## config.mk

```make
export PLATFORM = sky130hd
export DESIGN_NAME = mem_arbiter
export DESIGN_NICKNAME = d
export VERILOG_FILES = /design/src/rtl/mem_arbiter.sv
export SDC_FILE = /design/constraint.sdc
export NUM_CORES = 1
export LEC_CHECK = 0
export ABC_AREA = 1
export CORE_ASPECT_RATIO = 0.75
export CORE_MARGIN = 3
export CORE_UTILIZATION = 30
export DETAILED_ROUTE_END_ITERATION = 8
export SLEW_MARGIN = 20
export SYNTH_ARGS = -nofsm -noshare
export SYNTH_HDL_FRONTEND = slang
export SYNTH_SLANG_ARGS = --single-unit
```

## constraint.sdc

```tcl
create_clock -name clock -period 12.65 [get_ports clock]
set_input_delay 1.8975 -clock clock [delete_from_list [all_inputs] [get_ports clock]]
set_output_delay 1.8975 -clock clock [all_outputs]
set_load 0.01 [all_outputs]
```

## src/rtl/mem_arbiter.sv

```systemverilog
// Round-robin arbiter sharing one big-endian byte memory between fetch (A) and LSU (B) ports.
// Checks alignment/bounds, splits halfword stores into two byte writes, registered ack/rdata.
module mem_arbiter #(
  parameter logic [31:0] ADDR_LIMIT = 32'd1000000
) (
  input  logic        clock,
  input  logic        reset,
  input  logic        a_req,
  input  logic [31:0] a_addr,
  output logic        a_ack,
  output logic        a_err,
  output logic [31:0] a_rdata,
  input  logic        b_req,
  input  logic [31:0] b_addr,
  input  logic        b_we,
  input  logic [1:0]  b_size,
  input  logic [31:0] b_wdata,
  output logic        b_ack,
  output logic        b_err,
  output logic [31:0] b_rdata,
  output logic [31:0] mem_addr,
  output logic [31:0] mem_wdata,
  output logic        mem_en,
  output logic        mem_write_op,
  output logic        mem_byte_op,
  input  logic [31:0] mem_rdata32,
  input  logic [7:0]  mem_rdata8
);

  typedef enum logic [1:0] {IDLE, ACC1, ACC2, RESP} state_t;

  localparam logic [1:0] SZ_BYTE = 2'b00;
  localparam logic [1:0] SZ_HALF = 2'b01;
  localparam logic [1:0] SZ_WORD = 2'b10;
  localparam logic [1:0] SZ_BAD  = 2'b11;

  state_t      state_q, state_d;
  logic        last_b_q, last_b_d;
  logic        port_b_q, port_b_d;
  logic        we_q, we_d;
  logic [1:0]  size_q, size_d;
  logic [7:0]  lo_byte_q, lo_byte_d;
  logic [31:0] mem_addr_q, mem_addr_d;
  logic [31:0] mem_wdata_q, mem_wdata_d;
  logic        mem_en_q, mem_en_d;
  logic        mem_write_q, mem_write_d;
  logic        mem_byte_q, mem_byte_d;
  logic        a_ack_q, a_ack_d, a_err_q, a_err_d;
  logic        b_ack_q, b_ack_d, b_err_q, b_err_d;
  logic [31:0] a_rdata_q, a_rdata_d;
  logic [31:0] b_rdata_q, b_rdata_d;

  logic        grant_b;
  logic        sel_we;
  logic [1:0]  sel_size;
  logic [31:0] sel_addr;
  logic [31:0] sel_wdata;
  logic        misalign;
  logic [32:0] last_byte;
  logic        chk_err;
  logic [31:0] rd_val;
  logic        resp;
  logic        resp_err;
  logic [31:0] resp_data;

  // Port A is always a word read; last byte is computed in 33 bits so top-of-space wrap is an error.
  always_comb begin
    grant_b   = b_req && (!a_req || !last_b_q);
    sel_addr  = grant_b ? b_addr : a_addr;
    sel_size  = grant_b ? b_size : SZ_WORD;
    sel_we    = grant_b && b_we;
    sel_wdata = grant_b ? b_wdata : 32'd0;
    misalign  = 1'b0;
    last_byte = {1'b0, sel_addr};
    case (sel_size)
      SZ_HALF: begin
        misalign  = sel_addr[0];
        last_byte = {1'b0, sel_addr} + 33'd1;
      end
      SZ_WORD: begin
        misalign  = |sel_addr[1:0];
        last_byte = {1'b0, sel_addr} + 33'd3;
      end
      default: ;
    endcase
    chk_err = (sel_size == SZ_BAD) || misalign || (last_byte > {1'b0, ADDR_LIMIT});
  end

  always_comb begin
    case (size_q)
      SZ_WORD: rd_val = mem_rdata32;
      SZ_HALF: rd_val = {16'd0, mem_rdata32[31:16]};
      default: rd_val = {24'd0, mem_rdata8};
    endcase
  end

  always_comb begin
    state_d     = state_q;
    last_b_d    = last_b_q;
    port_b_d    = port_b_q;
    we_d        = we_q;
    size_d      = size_q;
    lo_byte_d   = lo_byte_q;
    mem_addr_d  = 32'd0;
    mem_wdata_d = 32'd0;
    mem_en_d    = 1'b0;
    mem_write_d = 1'b0;
    mem_byte_d  = 1'b0;
    a_ack_d     = 1'b0;
    a_err_d     = 1'b0;
    b_ack_d     = 1'b0;
    b_err_d     = 1'b0;
    a_rdata_d   = a_rdata_q;
    b_rdata_d   = b_rdata_q;
    resp        = 1'b0;
    resp_err    = 1'b0;
    resp_data   = 32'd0;

    case (state_q)
      IDLE: begin
        if (a_req || b_req) begin
          last_b_d  = grant_b;
          port_b_d  = grant_b;
          we_d      = sel_we;
          size_d    = sel_size;
          lo_byte_d = sel_wdata[7:0];
          if (chk_err) begin
            state_d  = RESP;
            resp     = 1'b1;
            resp_err = 1'b1;
          end else begin
            state_d     = ACC1;
            mem_en_d    = 1'b1;
            mem_addr_d  = sel_addr;
            mem_write_d = sel_we;
            mem_byte_d  = sel_we && (sel_size != SZ_WORD);
            if (sel_we) begin
              case (sel_size)
                SZ_WORD: mem_wdata_d = sel_wdata;
                SZ_HALF: mem_wdata_d = {24'd0, sel_wdata[15:8]};
                default: mem_wdata_d = {24'd0, sel_wdata[7:0]};
              endcase
            end
          end
        end
      end
      ACC1: begin
        if (we_q && (size_q == SZ_HALF)) begin
          // Second half of a split halfword store: low byte to the next address.
          state_d     = ACC2;
          mem_en_d    = 1'b1;
          mem_write_d = 1'b1;
          mem_byte_d  = 1'b1;
          mem_addr_d  = mem_addr_q + 32'd1;
          mem_wdata_d = {24'd0, lo_byte_q};
        end else begin
          state_d   = RESP;
          resp      = 1'b1;
          resp_data = we_q ? 32'd0 : rd_val;
        end
      end
      ACC2: begin
        state_d = RESP;
        resp    = 1'b1;
      end
      default: state_d = IDLE;
    endcase

    if (resp) begin
      if (port_b_d) begin
        b_ack_d   = 1'b1;
        b_err_d   = resp_err;
        b_rdata_d = resp_data;
      end else begin
        a_ack_d   = 1'b1;
        a_err_d   = resp_err;
        a_rdata_d = resp_data;
      end
    end
  end

  always_ff @(posedge clock or posedge reset) begin
    if (reset) begin
      state_q     <= IDLE;
      last_b_q    <= 1'b1;
      port_b_q    <= 1'b0;
      we_q        <= 1'b0;
      size_q      <= SZ_BYTE;
      lo_byte_q   <= 8'd0;
      mem_addr_q  <= 32'd0;
      mem_wdata_q <= 32'd0;
      mem_en_q    <= 1'b0;
      mem_write_q <= 1'b0;
      mem_byte_q  <= 1'b0;
      a_ack_q     <= 1'b0;
      a_err_q     <= 1'b0;
      b_ack_q     <= 1'b0;
      b_err_q     <= 1'b0;
      a_rdata_q   <= 32'd0;
      b_rdata_q   <= 32'd0;
    end else begin
      state_q     <= state_d;
      last_b_q    <= last_b_d;
      port_b_q    <= port_b_d;
      we_q        <= we_d;
      size_q      <= size_d;
      lo_byte_q   <= lo_byte_d;
      mem_addr_q  <= mem_addr_d;
      mem_wdata_q <= mem_wdata_d;
      mem_en_q    <= mem_en_d;
      mem_write_q <= mem_write_d;
      mem_byte_q  <= mem_byte_d;
      a_ack_q     <= a_ack_d;
      a_err_q     <= a_err_d;
      b_ack_q     <= b_ack_d;
      b_err_q     <= b_err_d;
      a_rdata_q   <= a_rdata_d;
      b_rdata_q   <= b_rdata_d;
    end
  end

  assign a_ack        = a_ack_q;
  assign a_err        = a_err_q;
  assign a_rdata      = a_rdata_q;
  assign b_ack        = b_ack_q;
  assign b_err        = b_err_q;
  assign b_rdata      = b_rdata_q;
  assign mem_addr     = mem_addr_q;
  assign mem_wdata    = mem_wdata_q;
  assign mem_en       = mem_en_q;
  assign mem_write_op = mem_write_q;
  assign mem_byte_op  = mem_byte_q;

endmodule

```

==> impl_metrics.ini, run 1 <==
[clocking]
insertion_delay_ps = 430
clock_sinks = 150
cts_tree = built
clockBufferDepth = 2
path_clk_slew_ps = 70
ctsHoldBuffers = 0
post-cts-setup-buffers = 0
cts_resized = 0
cts-buffers-inserted = 17
root_buffer = clkbuf_16
cts_max_level = 4

[synthesis]
async_flop_share_pct = 100
synth_top_area_share_pct = 41.0
synth-seq-area-share_pct = 41.3
synth_cells = 1252
ys_types = 41
syn_area_um2 = 9100
syn_nets = 1407
synth_seq_cells = 150
ys_top_cells_by_area = dfrtp_1, nand2_1, nand4_1
ys_top_cells_by_count = nand2_1, dfrtp_1, inv_1
synth-edff-count = 0
syn_area_per_cell_um2 = 7.27
synth-main-ff-cell = dfrtp_1
yosys_warnings = 0
yosysMostFrequentCell = nand2_1
synth_top_area_cell = dfrtp_1

[floorplanning]
die_w_um = 207
core_um2 = 29500
num_rows = 54
start_util_pct = 30.9
pin_count = 278
die_h_um = 157
die-area_um2 = 32500

[layout]
final_core_util_pct = 42.9
fin_nets = 1643
area_growth_pct = 38.9
drive_above_1_share_pct = 5.80
n_antenna_cell = 0
layout.cells.non_filler = 1893

[detailed_routing]
wl_per_cell_um = 17.5
drtIter0Drc = 851
ant_nets = 0
vias = 9331
wl_mm = 33.2
first_pass_iters = 5
via_per_inst = 4.93
drc = 0

[power_and_ir_drop]
total_power_uw = 2020
power_per_cell_area_nw_per_um2 = 159
combPwrFrac_pct = 43.7
p_leak_uw = 0.00566
p_seq_share_pct = 31.0
power_frac_clock_pct = 25.3
p_sw_share_pct = 44.0
peakVddDrop_uv = 82.0
intPower_uw = 1130
p_switching_uw = 887

[critical_path]
cp.arrival_ps = 8370
path_class = in2reg
crit_fanout = 70
r2r_cells = 19
critPathCaptureType = flip-flop
start_kind = input pin
cp.required_ps = 12960

[sta]
worst_pin_slew_ps = 1010
drv_slew = 0
hold_viol = 0
skew_ps = 12.4
rsz0062_at_grt = false
period_share_pct = 63.7
slew_headroom_pct = 32.5
min_period_ps = 8060
setup_violations = 0
fmax_ghz = 0.124
fin_ws_ps = 4590
finalSetupTns_ps = 0

[run]
maxCapViolations = 0

[place]
dp_cells = 1861
place_hpwl_mm = 24.9
dp_slack_ps = 4170
portBuffers = 277
gp_congestion = 0.927

[global_routing]
grt_pass1_vias = 9027
grt_first_pass_wirelength_mm = 52.1
grt_max_degree = 99
grt_antenna_before_repair = 0
grtUsageTotal_pct = 20.1
overflow = 0

[worst_hold_path]
min_path_cells = 2
worstHoldPathType = reg2reg

[run_status]
run_status = finished, final reports clean
routing by layer:
layer | part of all wire [%] | GRT usage, % | up-vias
met5 | 0 | 0 | -
met4 | 1.7 | 4.75 | 0
met3 | 7.4 | 4.79 | 33
met2 | 41 | 28.7 | 358
met1 | 50 | 30.5 | 4361
li1 | - | - | 4579
logic make-up after synthesis:
| kind of cell | Yosys count | synth area share, % |
|---|---|---|
| compound gates | 126 | 7.68 |
| xor+xnor | 21 | 2.02 |
| fa+ha+maj | 12 | 1.65 |
| buf+inv | 183 | 8.90 |
| flops | 150 | 41.3 |
| simple gates | 760 | 38.5 |
path summary, 6_finish.rpt:
kind	slack, ps	startpoint	end
setup / recovery	4590	a_req	b_rdata[12]
hold / removal	480	a_rdata[11]	a_rdata[11]
setup reg to reg	6050	last_b_q	b_rdata[12]
hold reg to reg	480	a_rdata[11]	a_rdata[11]
max in group asynchronous	9330	reset	mem_addr[21]
min in group asynchronous	2070	reset	lo_byte_q[1]
cell usage in the layout, fill, tap and decap left out, types with 23 or more instances in the layout:
| cell type | n |
|---|---|
| nand4_1 | 86 |
| a21oi_1 | 41 |
| dfrtp_1 | 149 |
| nor2_1 | 105 |
| o21ai_0 | 41 |
| nand2_1 | 404 |
| nand3_1 | 57 |
| o22ai_1 | 23 |
| nor3_1 | 32 |
| clkdlybuf4s50_1 | 277 |
| inv_1 | 111 |
state kept, by name (all words and copies together) (netlist names):
| name | flops |
|---|---|
| a_rdata | 32 |
| b_rdata | 32 |
| mem_addr | 32 |
| mem_wdata | 32 |
| lo_byte_q | 8 |
| size_q | 2 |
| state_q | 2 |
| a_ack | 1 |
| a_err | 1 |
| b_ack | 1 |
| b_err | 1 |
| last_b_q | 1 |
| mem_byte_op | 1 |
| mem_en | 1 |
| mem_write_op | 1 |
| port_b_q | 1 |
| we_q | 1 |
area by class of cell:
cell class / instances / area [um^2]
clock buffers: 18 / 439
flip-flops and latches: 150 / 3750
clock inverters: 14 / 155
inverters: 118 / 449
fillers: 2972 / 16800
multi-input cells: 919 / 4540
repair buffers: 282 / 2810
well taps: 392 / 490
per-stage QoR:
| stage | hold slack [ps] | instance area, um^2 |
|---|---|---|
| after global placement | 456 | 12000 |
| final | 476 | 12600 |
| after floorplan | 478 | 9100 |
| after CTS | 478 | 12600 |
| after global routing | 500 | 12600 |
| after detailed placement | 460 | 12000 |
critical path: stages:
cell,delay (ps)
clkdlybuf4s50_1,540
nand2_4,230
nand2_8,420
clkinv_1,810
nand2_1,400
ha_1,320
inv_1,750
nand2_1,810
nand2_1,220
a21oi_1,90
o21ai_0,80
nor2_1,60
nand2_1,90
nor2_4,60
nand2_2,90
nand2_4,70
nand2_4,510
nand3_4,540
nand2_1,220
nand2_1,70
power groups by stage:
| stage | combinational (uW) | sequential [uW] | clock [uW] |
|---|---|---|---|
| floorplan | 543 | 650 | 0 |
| global placement | 860 | 635 | 0 |
| detailed placement | 873 | 633 | 0 |
| CTS | 876 | 625 | 522 |
| global route | 968 | 635 | 546 |
| finish | 882 | 624 | 509 |
No activity file was read; power rests on OpenSTA's default activity.
==> run 2, diff against run 1 <==
- clock period: 12.65 -> 7.1 ns (I/O delays scaled with it)
==> run 2 against run 1 <==
Compared with the run above: critical path depth up 9; power up 79%; global-route usage up 0.40 points; count of clock-buffer cells in the layout unchanged; core utilization up 0.17 points; largest cell class unchanged; highest routed layer unchanged.
==> impl_metrics.ini, run 2 (synthesis results as in run 1) <==
[critical_path]
path_class = in2reg
cp.arrival_ps = 6060
critPathCaptureType = flip-flop
critPathBufInv = 5
cp.required_ps = 7410
r2r_cells = 28
start_kind = input pin
cp.depth = 29
cpPeakStageDelay_ps = 540
crit_fanout = 66
cpMaxStageDelayCell = nand3_4
cp_top_family = simple AND/OR/NAND/NOR gates
worst_path_most_repeated_cell = nand2_1

[detailed_routing]
ant_nets = 0
via_per_inst = 4.96
drc = 0
drtIter0Drc = 604
first_pass_iters = 5
wl_mm = 33.8
vias = 9421
wl_per_cell_um = 17.8

[sta]
finalSetupTns_ps = 0
skew_ps = 9.88
hold_viol = 0
period_share_pct = 80.9
min_period_ps = 5740
drv_slew = 0
rsz0062_at_grt = false
fmax_ghz = 0.174
slew_headroom_pct = 27.9
setup_violations = 0
worst_pin_slew_ps = 1080

[clocking]
cts_resized = 0
cts_max_level = 4
cts_tree = built
post-cts-setup-buffers = 0
path_clk_slew_ps = 70
cts-buffers-inserted = 17
ctsHoldBuffers = 0
root_buffer = clkbuf_16
clockBufferDepth = 2
clock_sinks = 150
insertion_delay_ps = 430

[global_routing]
grtUsageTotal_pct = 20.5
grt_first_pass_wirelength_mm = 52.7
grt_antenna_before_repair = 0
grt_max_degree = 104
grt_pass1_vias = 8919
overflow = 0

[layout]
drive_above_1_share_pct = 6.17
area_growth_pct = 39.5
final_common_cell = nand2_1
final_area_um2 = 12700
fin_nets = 1650
final_cell_mix = nand2_1, clkdlybuf4s50_1, dfrtp_1
n_antenna_cell = 0

[run_status]
run_status = finished, final reports clean

[worst_hold_path]
worstHoldPathType = reg2reg
min_path_cells = 2

[floorplanning]
num_rows = 54
start_util_pct = 30.9
die-area_um2 = 32500
die_w_um = 207
pin_count = 278
die_h_um = 157
core_um2 = 29500

[place]
placed_cell_area_um2 = 12100
place_hpwl_mm = 25.5
portBuffers = 277
gp_congestion = 0.917

[run]
maxCapViolations = 0

[power_and_ir_drop]
p_leak_uw = 0.00570
power_per_cell_area_nw_per_um2 = 284
peakVddDrop_uv = 176
total_power_uw = 3610
## run 2: layout make-up
class                   instances  area (um^2)
fillers                      3036        16800
multi-input cells             919         4540
flip-flops and latches        150         3750
repair buffers                289         2860
well taps                     392          490
inverters                     118          448
clock buffers                  18          439
clock inverters                14          150
## run 2: routing by layer
| layer | track usage (%) | wire (um) | vias up |
|---|---|---|---|
| met5 | 0 | 0 | - |
| met4 | 4.33 | 479 | 0 |
| met3 | 5.09 | 2510 | 32 |
| met2 | 29.4 | 14200 | 360 |
| met1 | 31.1 | 16600 | 4435 |
| li1 | - | - | 4594 |
## run 2: path summary, 6_finish.rpt
kind                             start           end  slack (ps)
max                              a_req         a_err        1360
min                        a_rdata[17]   a_rdata[17]         470
max reg2reg                   last_b_q         a_err        2100
min reg2reg                a_rdata[17]   a_rdata[17]         470
max in group asynchronous        reset  mem_addr[28]        4640
min in group asynchronous        reset  mem_wdata[1]        1250
## run 2: where the power goes
group | internal, uW | switching, uW
clock network | 484 | 434
registers | 1010 | 99.5
logic | 527 | 1050
total | 2020 | 1580
## run 2: metrics by stage
step | setup WS, ps | cells | util, % | hold WS [ps]
6_report | 1360 | 1900 | 43.1 | 471
5_1_grt | 738 | 1900 | 43.1 | 489
4_1_cts | 1360 | 1900 | 43.1 | 475
3_5_place_dp | 928 | 1868 | 41.1 | 458
3_3_place_gp | 909 | 1868 | 41.0 | 454
2_1_floorplan | 2000 | 1252 | - | 478
## run 2: worst min-delay path, stage by stage, from the launching register on
cell and delay [ps]:
dfrtp_1 340, nand2_1 50, nand2_1 40
